### config.mk
export PLATFORM = sky130hd
export DESIGN_NAME = regfile_write_arbiter
export DESIGN_NICKNAME = d
export VERILOG_FILES = /design/src/rtl/regfile_write_arbiter.sv
export SDC_FILE = /design/constraint.sdc
export NUM_CORES = 1
export LEC_CHECK = 0
export CAP_MARGIN = 5
export CORE_UTILIZATION = 40
export DETAILED_ROUTE_END_ITERATION = 16
export PLACE_DENSITY_LB_ADDON = 0.12
export SLEW_MARGIN = 30
export SYNTH_ARGS = -nofsm -noshare
export SYNTH_HDL_FRONTEND = slang
export SYNTH_SLANG_ARGS = --single-unit
### constraint.sdc
create_clock -name clock -period 3.2 [get_ports clock]
set_input_delay 0.48 -clock clock [delete_from_list [all_inputs] [get_ports clock]]
set_output_delay 0.48 -clock clock [all_outputs]
set_load 0.02 [all_outputs]
### src/rtl/regfile_write_arbiter.sv
// Purpose : arbitrates ALU / load / CSR writebacks onto two register-file write ports.
// Latency : grant is combinational; granted rd/value appear on the write ports after the granting edge.
// Backpressure: req_ready low holds a requester (stall high); rd==0 requests always drain immediately.
//
// Ports:
//   clock, reset                 single clock, asynchronous active-high reset
//   req_valid[2:0]               per-requester request (0 = ALU, 1 = load, 2 = CSR)
//   req_rd[14:0]                 5-bit destination per requester, [5i+4:5i]
//   req_value[3*XLEN-1:0]        write data per requester, [XLEN*i +: XLEN]
//   req_ready[2:0]               combinational grant
//   write_address_1/2, write_value_1/2   registered write ports (address 0 = no write)
//   stall                        some valid requester was not granted this cycle
//
// Build option: WB_ROUND_ROBIN_EN enables the rotating priority pointer; without it the
// pointer is tied to 0 and priority is fixed 0 > 1 > 2.
module regfile_write_arbiter #(
    parameter int XLEN = 32
) (
    input  logic              clock,
    input  logic              reset,
    input  logic [2:0]        req_valid,
    input  logic [14:0]       req_rd,
    input  logic [3*XLEN-1:0] req_value,
    output logic [2:0]        req_ready,
    output logic [4:0]        write_address_1,
    output logic [XLEN-1:0]   write_value_1,
    output logic [4:0]        write_address_2,
    output logic [XLEN-1:0]   write_value_2,
    output logic              stall
);

    // (base + off) mod 3 for base, off in 0..2
    function automatic logic [1:0] mod3(input logic [1:0] base, input logic [1:0] off);
        logic [2:0] s;
        s = {1'b0, base} + {1'b0, off};
        if (s >= 3'd3) begin
            s = s - 3'd3;
        end
        return s[1:0];
    endfunction

    logic [1:0]      ptr;
    logic [4:0]      rd_a   [3];
    logic [XLEN-1:0] val_a  [3];
    logic [1:0]      scan_idx [3];

    logic [2:0]      grant;
    logic            p1_vld;
    logic            p2_vld;
    logic [1:0]      p1_idx;
    logic [1:0]      p2_idx;
    logic [4:0]      p1_rd;
    logic [4:0]      p2_rd;
    logic [1:0]      last_idx;

    always_comb begin
        for (int i = 0; i < 3; i++) begin
            rd_a[i]  = req_rd[5*i +: 5];
            val_a[i] = req_value[XLEN*i +: XLEN];
        end
    end

    always_comb begin
        scan_idx[0] = ptr;
        scan_idx[1] = mod3(ptr, 2'd1);
        scan_idx[2] = mod3(ptr, 2'd2);
    end

    // Scan in priority order. rd==0 requests are acknowledged without taking a port.
    // A request colliding with port 1's rd is skipped, so a later requester with a
    // different rd can still take port 2; this also keeps the two ports distinct.
    // Only valid/rd/ptr feed this block, so ready has no path from req_value.
    always_comb begin
        grant    = 3'b000;
        p1_vld   = 1'b0;
        p2_vld   = 1'b0;
        p1_idx   = 2'd0;
        p2_idx   = 2'd0;
        p1_rd    = 5'd0;
        p2_rd    = 5'd0;
        last_idx = 2'd0;
        for (int k = 0; k < 3; k++) begin
            if (req_valid[scan_idx[k]]) begin
                if (rd_a[scan_idx[k]] == 5'd0) begin
                    grant[scan_idx[k]] = 1'b1;
                end else if (!p1_vld) begin
                    p1_vld             = 1'b1;
                    p1_idx             = scan_idx[k];
                    p1_rd              = rd_a[scan_idx[k]];
                    grant[scan_idx[k]] = 1'b1;
                    last_idx           = scan_idx[k];
                end else if (!p2_vld && (rd_a[scan_idx[k]] != p1_rd)) begin
                    p2_vld             = 1'b1;
                    p2_idx             = scan_idx[k];
                    p2_rd              = rd_a[scan_idx[k]];
                    grant[scan_idx[k]] = 1'b1;
                    last_idx           = scan_idx[k];
                end
            end
        end
    end

    // Reset masks the grants so nothing is acknowledged (or reported stalled) in reset.
    always_comb begin
        req_ready = reset ? 3'b000 : grant;
        stall     = !reset && ((req_valid & ~grant) != 3'b000);
    end

`ifdef WB_ROUND_ROBIN_EN
    // Rotate so the requester after the last one to win a port gets first look next time.
    always_ff @(posedge clock or posedge reset) begin
        if (reset) begin
            ptr <= 2'd0;
        end else if (p1_vld) begin
            ptr <= mod3(last_idx, 2'd1);
        end
    end
`else
    assign ptr = 2'd0;
`endif

    always_ff @(posedge clock or posedge reset) begin
        if (reset) begin
            write_address_1 <= 5'd0;
            write_value_1   <= '0;
            write_address_2 <= 5'd0;
            write_value_2   <= '0;
        end else begin
            write_address_1 <= p1_vld ? p1_rd : 5'd0;
            write_value_1   <= p1_vld ? val_a[p1_idx] : '0;
            write_address_2 <= p2_vld ? p2_rd : 5'd0;
            write_value_2   <= p2_vld ? val_a[p2_idx] : '0;
        end
    end

endmodule

* Word-level counts from Yosys, hierarchy flattened
Cells that the tools add are included.
Cells by class: bitwise operators 4, reduce and logical (&&, ||, !) cells 8, multiplexer cells 64, magnitude comparators 2, equality and inequality tests 2
Operator list (number):
- 32-bit two-way mux | 6
- 32-bit binary-select mux with 2-bit select | 2
- 5-bit two-way mux | 18
- 2-bit two-way mux | 13
- 3-bit two-way mux | 8
- 1-bit two-way mux | 17
- 5-bit zero test | 3
- 5-bit inequality test | 2
- 3-bit greater-or-equal comparator (second input constant) | 2
- 2-bit inverter with 3-bit output | 2
- 3-bit bitwise AND | 1
- 3-bit inverter | 1
- 3-bit nonzero test | 1
- 1-bit logical AND | 2
- 1-bit zero test | 2
Storage, ports and cells: logic and storage cells 84, output and inout bits 78, register bits after elaboration 74

* Longest topological paths before layout
Gate-level depths: netlist (run 1).
word-level depth 19, mapped depth 8, gate-level depth less buffers 6

* Worst setup path before layout (run 1)
No wires, ideal clock.
kind input -> output, from input reset, to output req_ready[2], arrival time 2560 ps, stages 3, slack 160 ps, required time 2720 ps, path buffers 0, path through inv_1 > nand2_1 > a21oi_1
Between the ends: word-level cells in the longest chain between the ends 1
Ends and longest elaborated chain:
- start: declaration | line 20 | input logic reset,
- 3-bit two-way mux | line 105 | req_ready = reset ? 3'b000 : grant;
- end: declaration | line 24 | output logic [2:0] req_ready,
Every way passes these cells.

* Worst setup path after layout (run 1)
from input req_rd[3], to output stall
Between the ends: word-level cells in the longest chain between the ends 18, elaborated cells on any way between the ends 30
Ends and longest elaborated chain:
- start: declaration | line 22 | input logic [14:0] req_rd,
- 5-bit zero test | line 84 | if (rd_a[scan_idx[k]] == 5'd0) begin
- 5-bit two-way mux | line 84
- 5-bit two-way mux | line 83 | if (req_valid[scan_idx[k]]) begin
- 5-bit inequality test | line 92 | end else if (!p2_vld && (rd_a[scan_idx[k]] != p1_rd)) begin
- 1-bit two-way mux | line 92
- 1-bit two-way mux | line 86 | end else if (!p1_vld) begin
- 1-bit two-way mux | line 84
- 1-bit two-way mux | line 83
- [... 2 more ...]
- 3-bit two-way mux | line 92
- 3-bit two-way mux | line 86
- 3-bit two-way mux | line 84
- 3-bit two-way mux (*) | line 83
- 3-bit inverter (*) | line 106 | stall = !reset && ((req_valid & ~grant) != 3'b000);
- 3-bit bitwise AND (*) | line 106
- 3-bit nonzero test (*) | line 106
- 1-bit logical AND (*) | line 106
- end: declaration | line 29 | output logic stall
Every way passes the cells marked *; elsewhere a longest branch is shown, timed or not.

==> results of run 1 <==
-- area by class of cell --
| type | instances | area (µm²) | share of cell area, % |
|---|---|---|---|
| sequential | 74 | 1850 | 29.1 |
| tap | 111 | 139 | 2.18 |
| clock inverter | 5 | 104 | 1.63 |
| multi-input combinational | 311 | 1830 | 28.7 |
| inverter | 2 | 8.76 | 0.138 |
| timing repair buffer | 240 | 2300 | 36.2 |
| clock buffer | 10 | 128 | 2.01 |
-- cells in the mapped netlist, drive strengths merged, types with 3 or more instances --
| master | instances | area (µm²) |
|---|---|---|
| o41ai | 3 | 26.3 |
| and3 | 3 | 18.8 |
| xnor2 | 4 | 35.0 |
| buf | 5 | 42.5 |
| nand3 | 33 | 165 |
| o22ai | 4 | 38.8 |
| nor2 | 37 | 139 |
| a31oi | 37 | 231 |
| clkbuf | 30 | 114 |
| nor2b | 3 | 18.8 |
| o31ai | 39 | 402 |
| nand2 | 118 | 443 |
| xor2 | 3 | 26.3 |
| dfrtp | 74 | 1850 |
-- kinds of logic (layout without fill, tap and decap cells) --
logic type / count (synthesis) / count (layout) / synth area share, %
simple gates: 208 / 208 / 23.8
compound gates: 96 / 96 / 21.3
flops: 74 / 74 / 48.9
buf+inv: 37 / 257 / 4.33
xor+xnor: 7 / 7 / 1.62
-- stage by stage --
step	power, µW	worst slack, ps	util (%)	hold WS (ps)	instances
after detailed placement	1860	-599	66.5	1010	737
final	2700	138	69.2	622	753
after global placement	1840	-609	66.5	1010	737
after global routing	2830	6.90	69.2	675	753
after floorplan	1410	160	-	593	422
after CTS	2720	52.9	69.0	622	753
-- routing by layer --
layer | global-route usage [%] | up-vias | wire length (µm) | share of wire (%)
met5 | 0 | - | 0 | 0
met4 | 8.48 | 0 | 199 | 1.7
met3 | 5.55 | 16 | 755 | 6.4
met2 | 41.1 | 151 | 5780 | 49
met1 | 31.6 | 1793 | 5130 | 43
li1 | - | 1913 | - | -
-- path summary, 6_finish.rpt --
check                                               end  slack [ps]  depth (start not counted)
max                                               stall         140                          8
min in group clock           write_value_2[2]$_DFF_PP0_         710                          3
min                        write_address_2[1]$_DFF_PP0_         620                          3
max in group asynchronous   write_value_2[11]$_DFF_PP0_        2100                          3
-- critical path, cell delays in order --
cell and delay [ps]:
clkdlybuf4s50_1 510, or3_1 400, o221ai_2 180, xnor2_1 170
o211ai_2 120, o31a_2 330, nor3_1 190, buf_2 200
-- where the power goes --
group	leakage (µW)	internal [µW]	switching [µW]
registers	0.000913	1020	21.3
clock network	0.000116	514	347
logic	0.00165	402	395
total	0.00268	1930	764
-- state kept, by name (all words and copies together) (netlist names) --
| signal | flops |
|---|---|
| write_value_1 | 32 |
| write_address_1 | 5 |
| write_address_2 | 5 |
| write_value_2 | 32 |
-- timing repair --
action / 4_1_cts / 5_1_grt
pin swaps: 2 / 2
buffers inserted: 1 / 0
gates resized for setup: 16 / 4
endpoints found under the setup margin: 3 / 2
==> qor.csv, run 1 <==
stage,metric,value,unit
sta,Setup TNS,0,ps
synthesis,post-synth cell types,42,
clock_network,hold_buf cts,0,
final_layout,"commonest non-fill, non-tap cell in the layout",clkdlybuf4s50_1,
floorplan,Die Y,99.3,µm
sta,post-layout min period,3060,ps
synthesis,"Top FF cell, synth",dfrtp_1,
min_path,HP Class,primary input to asynchronous set/reset pin,
synthesis,warning count from the yosys run,0,
sta,"Slew Viols, Final",0,
sta,Final period util,95.7,%
detailed_routing,Initial DRT Pass Iterations,4,
sta,Rel. slew slack,57.0,%
placed_design,port bufs,193,
clock_network,Max clock buf depth,2,
grt,GR Overflow Total,0,
final_layout,most frequent cells in the layout,"clkdlybuf4s50_1 (186), nand2_1 (118), dfrtp_1 (74), buf_4 (45), nor2_1 (37)",
worst_setup_path,Crit Path Max Fanout,6,
synthesis,register area share after synthesis,48.9,%
grt,largest net degree at the start of global routing,65,
detailed_routing,vias per cell,5.14,
grt,vias in the first global route,3713,
worst_setup_path,critical path type,primary input to primary output,
power,worst ir drop on vdd,0.000216,V
final_layout,Fill cells,740,
run,maxcap violations,0,
synthesis,mean post-synth cell area,8.97,µm²
placed_design,Final Wtd Congestion,0.841,
power,Pleak,0.00268,µW
run_status,status,finished clean,
detailed_routing,via total after detailed routing,3873,
detailed_routing,DR WL/cell,15.8,µm
worst_setup_path,worst path required time,2720,ps
final_layout,Final Cell Area,0.00636,mm²
clock_network,clk sinks,74,
detailed_routing,final wirelength,11900,µm
detailed_routing,Final ANT Viol Nets,0,
floorplan,row count,35,
power,Pwr per Cell Area,424,mW/mm²
grt,first-pass GRT wire length,18900,µm
synthesis,syn_nets,538,
grt,initial antenna violation count,0,
sta,unrepaired setup endpoints after global routing,false,
sta,"Hold Violations, Final",0,
final_layout,Antenna Cells,0,
sta,final setup vio count,0,
clock_network,number of CTS-inserted buffers,9,
placed_design,dpl hpwl,8540,µm
synthesis,Syn Inst Count,422,
clock_network,H-tree Lvls,3,
detailed_routing,number of remaining DRC errors,0,
final_layout,fraction of layout cells with a size suffix above 1,15.6,%
floorplan,die area,0.00985,mm²
floorplan,Die Wd,99.3,µm
sta,Max Fclk,0.327,GHz
worst_setup_path,CP Launch Type,primary input,
sta,measured slew at the worst slew-check pin,646,ps
floorplan,Initial Util,41.1,%
worst_setup_path,Setup crit end kind,primary output,
worst_setup_path,CP arrival,2580,ps
synthesis,"EDFF count, synth",0,
placed_design,placed cell area,0.00611,mm²
final_layout,synth-to-layout area growth,68.2,%
synthesis,#FFs+latches synth,74,
grt,gr usage total,24.6,%
synthesis,ys async rst share,100,%
clock_network,TritonCTS clock tree,yes,
clock_network,Clock transition at path regs,80,ps
floorplan,CORE AREA,0.00920,mm²
clock_network,Root Buffer,clkbuf_8,
worst_setup_path,CP startpoint,req_rd[3],
final_layout,# nets final,754,
synthesis,Post-Syn Area,0.00378,mm²
detailed_routing,DR iter-0 viols,176,
floorplan,I/O Pins,194,
No activity file was read; power rests on OpenSTA's default activity.
==> run 2, diff against run 1 <==
Settings changed: CORE_ASPECT_RATIO from default to 1.5.
==> run 2 against run 1 <==
Against the previous run:
- sequential share of layout area is 0.38 points lower
- die area is essentially flat
- core utilization is 0.88 points higher
- global-route usage up 0.51 points
==> qor.csv, run 2 (synthesized netlist as in run 1, its figures left out) <==
stage,metric,value,unit,change
floorplan,Initial Util,41.1,%,about the same
detailed_routing,Initial DRT Pass Iterations,4,,unchanged
detailed_routing,DR iter-0 viols,188,,+6.8%
worst_setup_path,Setup crit end kind,primary output,,
floorplan,I/O Pins,194,,unchanged
power,Comb power frac,29.2,%,-0.4 points
power,worst ir drop on vdd,0.000355,V,+65%
grt,first-pass GRT wire length,18700,µm,-0.95%
grt,largest net degree at the start of global routing,65,,unchanged
power,sequential power share,37.7,%,-0.8 points
sta,post-layout min period,3040,ps,-21.2 ps
power,Switching Share,28.1,%,-0.23 points
sta,"Slew Viols, Final",0,,unchanged
floorplan,CORE AREA,0.00920,mm²,about the same
worst_setup_path,CP startpoint,req_rd[2],,
power,internal power,1990,µW,+2.7%
power,Switch Pwr,775,µW,+1.5%
grt,initial antenna violation count,0,,unchanged
floorplan,Die Wd,81.4,µm,-18%
worst_setup_path,CP max-delay cell,clkdlybuf4s50_1,,
final_layout,# nets final,755,,+0.13%
clock_network,TritonCTS clock tree,yes,,
clock_network,H-tree Lvls,3,,unchanged
clock_network,Max clock buf depth,2,,unchanged
run,maxcap violations,0,,unchanged
sta,Max Fclk,0.329,GHz,+0.70%
min_path,HP Class,primary input to asynchronous set/reset pin,,
worst_setup_path,Crit Path Max Fanout,7,,+1
worst_setup_path,worst path required time,2720,ps,about the same
sta,measured slew at the worst slew-check pin,648,ps,+1.95 ps
final_layout,"commonest non-fill, non-tap cell in the layout",clkdlybuf4s50_1,,
clock_network,Clock transition at path regs,50,ps,-30 ps
sta,Final period util,95.0,%,-0.66 points
final_layout,Antenna Cells,0,,unchanged
worst_setup_path,CP peak stage delay,510,ps,about the same
worst_setup_path,critical path type,primary input to primary output,,
final_layout,Largest regs,"write_value_1 (32), write_value_2 (32)",,
run_status,status,finished clean,,
sta,unrepaired setup endpoints after global routing,false,,
detailed_routing,number of remaining DRC errors,0,,unchanged
power,Pleak,0.00273,µW,+1.8%
clock_network,Root Buffer,clkbuf_16,,
final_layout,Fill cells,745,,+0.68%
worst_setup_path,Critical Path End,stall,,
clock_network,number of CTS-inserted buffers,9,,unchanged
worst_setup_path,worst-path cell chain,clkdlybuf4s50_1 > or3_1 > o221ai_1 > xnor2_1 > o211ai_2 > o31a_2 > nor3_2 > buf_4,,
power,Pwr per Cell Area,428,mW/mm²,+1.0%
floorplan,die area,0.00986,mm²,about the same
detailed_routing,via total after detailed routing,4033,,+4.1%
detailed_routing,Final ANT Viol Nets,0,,unchanged
placed_design,port bufs,193,,unchanged
clock_network,clk sinks,74,,unchanged
sta,"Hold Violations, Final",0,,unchanged
sta,final setup vio count,0,,unchanged
placed_design,Final Wtd Congestion,0.832,,-1.0%
power,clock share of power,33.2,%,+1.2 points
final_layout,post-layout util,70.1,%,+0.88 points
detailed_routing,final wirelength,11800,µm,-0.31%
floorplan,Die Y,121,µm,+22%
grt,GR Overflow Total,0,,unchanged
sta,Rel. slew slack,56.8,%,-0.13 points
worst_setup_path,CP arrival,2560,ps,-20 ps
floorplan,row count,43,,+23%
final_layout,synth-to-layout area growth,70.4,%,
grt,gr usage total,25.1,%,+0.51 points
sta,Fin Hold WS,705,ps,+82.2 ps
grt,vias in the first global route,3906,,+5.2%
worst_setup_path,CP Launch Type,primary input,,
final_layout,fraction of layout cells with a size suffix above 1,15.4,%,-0.16 points
final_layout,most frequent cells in the layout,"clkdlybuf4s50_1 (186), nand2_1 (118), dfrtp_1 (74), buf_4 (45), nor2_1 (37)",,
placed_design,dpl hpwl,8390,µm,-1.7%
detailed_routing,vias per cell,5.35,,+4.0%
detailed_routing,DR WL/cell,15.7,µm,-0.44%
run 2: cell types whose count changed in the layout (fill, tap and decap cells not counted), sizes merged:
| cell | previous run | this run |
|---|---|---|
| bufinv | 3 | 0 |
| dlygate4sd2 | 4 | 2 |
| clkbuf | 10 | 12 |
| dlymetal6s2s | 1 | 3 |
| buf | 49 | 50 |
run 2: metal layers:
layer  vias up  track usage (%)  part of all wire, %  wire length [µm]
li1       1928                -                    -                 -
met3        17             6.92                  7.1               840
met1      1939             27.9                   37              4430
met5         -                0                    0                 0
met4         0             9.49                  2.4               286
met2       149             44.3                   53              6270
run 2: how the worst min path moves through the flow:
stage             startpoint                           end  slack (ps)  cells past startpoint
2_1_floorplan     req_rd[14]  write_address_1[4]$_DFF_PP0_         590                      2
3_3_place_gp           reset  write_address_2[4]$_DFF_PP0_        1040                      3
3_5_place_dp           reset  write_address_2[4]$_DFF_PP0_        1050                      3
4_1_cts                reset  write_address_1[2]$_DFF_PP0_         710                      3
5_1_grt        req_value[24]   write_value_1[24]$_DFF_PP0_         720                      3
6_report               reset  write_address_2[4]$_DFF_PP0_         700                      3
run 2: metrics by stage:
| stage | total power [µW] | setup TNS (ps) | std cells | area, µm² | worst slack [ps] |
|---|---|---|---|---|---|
| 2_1_floorplan | 1410 | 0 | 422 | 3780 | 160 |
| 3_3_place_gp | 1850 | -1550 | 738 | 6150 | -610 |
| 3_5_place_dp | 1860 | -2930 | 738 | 6150 | -611 |
| 4_1_cts | 2790 | 0 | 753 | 6430 | 17.2 |
| 5_1_grt | 2890 | 0 | 754 | 6450 | 47.2 |
| 6_report | 2760 | 0 | 754 | 6450 | 159 |
run 2: power by group through the flow:
stage	logic (µW)	registers, µW	clock network [µW]
global placement	797	1060	0
floorplan	239	1170	0
CTS	809	1040	944
global route	862	1050	982
finish	805	1040	916
detailed placement	806	1060	0
run 2: repair_timing:
item | CTS | global route
hold buffers | 0 | 0
pin swaps | 4 | 5
resized for setup | 16 | 3
endpoints found under the setup margin | 3 | 2
buffers inserted | 1 | 1
run 2: cell type report:
| class | count | area, µm² | area share [%] |
|---|---|---|---|
| clock inverter | 2 | 13.8 | 0.213 |
| tap | 112 | 140 | 2.17 |
| timing repair buffer | 241 | 2350 | 36.5 |
| clock buffer | 12 | 256 | 3.98 |
| sequential | 74 | 1850 | 28.7 |
| multi-input combinational | 311 | 1820 | 28.3 |
| inverter | 2 | 8.76 | 0.136 |
run 2: critical path: cells and delay by family:
family | cells | cell delay [ps]
AOI/OAI and AO/OA | 3 | 690
xor gates and xnor gates | 1 | 170
and+or+nand+nor | 2 | 530
buffers and inverters | 2 | 680
==> edit 1, RTL diff (flow settings as in run 2) <==
Build with the macro `WB_ROUND_ROBIN_EN` defined.
--- a/src/rtl/regfile_write_arbiter.sv
+++ b/src/rtl/regfile_write_arbiter.sv
@@ -13,6 +13,8 @@
 //
 // Build option: WB_ROUND_ROBIN_EN enables the rotating priority pointer; without it the
 // pointer is tied to 0 and priority is fixed 0 > 1 > 2.
+`define WB_ROUND_ROBIN_EN
+
 module regfile_write_arbiter #(
     parameter int XLEN = 32
 ) (
Check against the original RTL: not equivalent (a bounded check fails within 4 cycles, from zero or initial values and one cycle with reset high).
==> edit 1 against run 2 <==
Design area grew 58%. Routed wire length rose by 130%. Synthesized cell count increased by 25%. Sequential share of layout area decreased by 10 points. The run now ends with setup timing left. Critical path type is now reg2out. Non-clock buffer count grew 136. Sequential cell count rose by 2. Setup slack worse by 1100 ps. Area after synthesis increased by 25%.
Power is left out: it rests on default switching activity, and per cell area and clock period it moved more than threefold.
==> edit 1: results (changes against run 2) <==
metric,value,unit,change
synthTopCellsByCount,"a21oi_1, dfrtp_1, nand2_1",,
grt_start_max_net_pins,77,,+18%
synth_compound_area_frac,0.283,,+0.0696
finalSetupViolCount,75,,+75
synth_area_leaders,"dfrtp_1, mux2i_1, a21oi_1",,
yosysSeqAreaShare,0.402,,-0.0872
post-dp-hpwl,13.8,mm,+65%
top_regs,"write_value_1: 32 flops, write_value_2: 32 flops",,
final_nets,1001,,+33%
portBuffers,193,,unchanged
synth_mux_area_frac,0.119,,+0.119
synth_adder_area_share,0.0159,,+0.0159
violations,setup timing,,
vias,6529,,+62%
grt_pass1_vias,6673,,+71%
place_congestion,0.962,,+16%
tns,-47120,ps,-47120 ps
routed-wl-met3,1.89,mm,+120%
post_route_cells_drive_above_1_share,0.476,,+0.322
maxUsedRoutingLayer,met4,,
synth_seq_cells,76,,+2.7%
cts_buffers,9,,unchanged
worst_clock_skew,20.5,ps,
met2WireLength,14.0,mm,+120%
drt_iter0_markers,489,,+160%
worstMarginPinSlew,757,ps,+110 ps
setup_ws,-986,ps,-1140 ps
yosysUniqueCellTypes,58,,+38%
cp_max_fo,5,,-2
met1Wirelength,8.51,mm,+92%
synth_fp_nets,649,,+21%
worstPathArrival,3710,ps,+1150 ps
htreeDepth,3,,unchanged
grt_pass1_wl,34.6,mm,+84%
antenna_found_initial,1,,+1
outcome,"complete, but fails checks",,
hp-class,in2reg,,
dr.pass1.iters,5,,+1
wl_per_cell,26.0,um,+66%
grt_use_total,0.366,,+0.115
cts.clk_slew.worst_paths,80,ps,+30 ps
synth-xor-area-share,0.00926,,-0.00694
edit 1: worst paths after layout:
path	from	cells past startpoint	slack (ps)	end
setup reg to reg	ptr[1]	22	-890	write_value_2[30]
min in group asynchronous	reset	3	810	write_value_2[25]
hold / removal	req_value[35]	3	720	write_value_2[3]
setup / recovery	ptr[1]	15	-990	stall
max in group asynchronous	reset	3	1790	write_address_1[0]
hold reg to reg	ptr[1]	2	740	ptr[1]
edit 1: timing repair:
item	4_1_cts	5_1_grt
hold endpoints to repair	0	0
setup buffers	50	35
gates resized for setup	153	182
cloned	9	4
endpoints found under the setup margin	75	79
pin swaps	94	52
edit 1: cell type report:
class,count,area (um^2)
timing repair buffer,377,3860
tap,150,188
clock inverter,4,26.3
multi-input combinational,405,3940
fill,524,1330
clock buffer,12,236
antenna,1,2.50
inverter,10,45.0
sequential,76,1900
edit 1: through the flow:
step | std cells | hold slack, ps | util | worst slack (ps) | instance area (um^2)
after global routing | 1035 | 739 | 0.884 | -1040 | 10200
final | 1035 | 725 | 0.884 | -986 | 10200
after detailed placement | 944 | 675 | 0.683 | -1220 | 7870
after global placement | 944 | 685 | 0.683 | -1200 | 7870
after CTS | 1018 | 695 | 0.810 | -828 | 9340
after floorplan | 527 | 609 | - | -529 | 4920
edit 1: routing by layer:
metal  up-vias  global-route usage
met4         0               0.265
met1      3134               0.356
met2       537               0.692
met5         -                   0
met3       206              0.0612
li1       2652                   -
edit 1: critical path: stages (launching register included):
cell      delay, ps
dfrtp_1         410
buf_4           170
ha_4            190
buf_4           140
nor2_4          180
a22oi_2         160
buf_4           190
nand2b_1         80
a21oi_1          80
mux2_4          290
or4_4           550
o21ai_4         180
o211a_4         230
o21ai_4          70
o311ai_4        280
buf_6           160
==> edit 2, RTL diff (flow settings as in run 2) <==
Without the edit above. `write_address_1` no longer has a reset.
--- a/src/rtl/regfile_write_arbiter.sv
+++ b/src/rtl/regfile_write_arbiter.sv
@@ -121,17 +121,19 @@
 
     always_ff @(posedge clock or posedge reset) begin
         if (reset) begin
-            write_address_1 <= 5'd0;
             write_value_1   <= '0;
             write_address_2 <= 5'd0;
             write_value_2   <= '0;
         end else begin
-            write_address_1 <= p1_vld ? p1_rd : 5'd0;
             write_value_1   <= p1_vld ? val_a[p1_idx] : '0;
             write_address_2 <= p2_vld ? p2_rd : 5'd0;
             write_value_2   <= p2_vld ? val_a[p2_idx] : '0;
         end
     end
 
+    always_ff @(posedge clock) begin
+        write_address_1 <= p1_vld ? p1_rd : 5'd0;
+    end
+
 endmodule
 
Behaviour: not the same (Yosys sat finds a counterexample within 4 cycles, from zero or initial values and one cycle with reset high).
==> edit 2 against run 2 <==
First-iteration DRC count down 24%. Clock power is 9% higher. Sequential share of layout area increased by 2.1 points. Critical path depth is the same. Global-route usage grew 0.71 points. Sequential cell count stayed put. Setup slack worse by 20 ps. Area after synthesis down 13%. Design area decreased by 8.2%. Power increased by 0.30%. Routed wire length shrank 9.5%. Combinational power shrank 9.8%.
==> edit 2: results (changes against run 2) <==
metric,value,unit,change
outcome,"complete, no violations",,
vias,3396,,-16%
met3_usage,0.0648,,-0.00437
cpMaxStageDelayCell,or4_4,,
dp_slack,-357,ps,+253 ps
yosysSeqAreaShare,0.552,,+0.0628
async_reset_ff_frac,0.932,,-0.0676
synth_fp_nets,423,,-21%
fillers,596,,-20%
post_route_cells_drive_above_1_share,0.126,,-0.0280
grt_use_total,0.258,,+0.00710
worstMarginPinSlew,833,ps,+186 ps
met2WireLength,5.82,mm,-7.3%
hold_path.startpoint,req_value[26],,
syn_area_per_cell,10.8,um^2,+20%
place_congestion,0.834,,+0.24%
maxUsedRoutingLayer,met4,,
p_leak,2.57,nW,-5.6%
routed_wl,10.7,mm,-9.5%
antenna_cells,0,,unchanged
final_nets,643,,-15%
met1Wirelength,3.92,mm,-11%
met1_usage,0.276,,-0.00246
post-dp-hpwl,7.92,mm,-5.6%
synthTopCellsByCount,"dfrtp_1, nand2_1, a22o_1",,
cts_setup_buffers,0,,-1
drt_iter0_markers,142,,-24%
p_sw_frac,0.254,,-0.0268
routed-wl-met3,692,um,-18%
cp_max_fo,3,,-4
use_met2,0.476,,+0.0330
ir_drop,0.000304,V,-14%
yosysUniqueCellTypes,41,,-2.4%
hp-class,in2reg,,
worstPathArrival,2580,ps,+20 ps
grt_start_max_net_pins,70,,+7.7%
critical-path-max-stage-delay,570,ps,+60 ps
synth_area_leaders,"dfrtp_1, a22o_1, a22oi_1",,
synthFlopType,dfrtp_1,,
grt_pass1_wl,17.1,mm,-8.5%
edit 2: what timing repair did:
item                                    CTS  global route
endpoints found under the setup margin    3             2
cloned                                    0             0
pin swaps                                 1             1
resized for setup                         6             7
edit 2: cell families (layout without fill, tap and decap cells):
group,Yosys count,count (layout),share of synthesized area
XOR/XNOR,7,7,0.0185
AO/OA/AOI/OAI,126,126,0.283
AND/OR/NAND/NOR,74,74,0.110
flip-flops,74,74,0.552
buffers and inverters,26,250,0.0367
edit 2: cell type report:
cell class	count	share of cell area
clock buffer	13	0.0457
clock inverter	2	0.00592
inverter	2	0.00127
multi-input combinational	207	0.237
sequential	74	0.309
tap	105	0.0222
timing repair buffer	233	0.379
edit 2: worst min-delay path, delay by kind of cell:
family,cells,cell delay (ps)
buffers and inverters,1,400
AND/OR/NAND/NOR,1,50
AO/OA/AOI/OAI,1,50
edit 2: power by group through the flow:
stage          sequential, mW  clock (mW)  combinational (mW)
2_1_floorplan            1.16           0               0.189
3_3_place_gp             1.05           0               0.717
3_5_place_dp             1.05           0               0.725
4_1_cts                  1.04        1.03               0.731
5_1_grt                  1.05        1.07               0.773
6_report                 1.04        1.00               0.726
edit 2: final timing paths:
check / to / slack (ps) / depth (start not counted)
min in group asynchronous: write_value_1[4] / 800 / 3
worst max-delay path: req_ready[2] / 140 / 8
max in group asynchronous: write_address_2[4] / 1850 / 3
worst min-delay path: write_value_1[26] / 690 / 3
edit 2: through the flow:
step	util	instances
5_1_grt	0.739	636
4_1_cts	0.739	636
3_5_place_dp	0.699	621
6_report	0.739	636
2_1_floorplan	-	307
3_3_place_gp	0.699	621
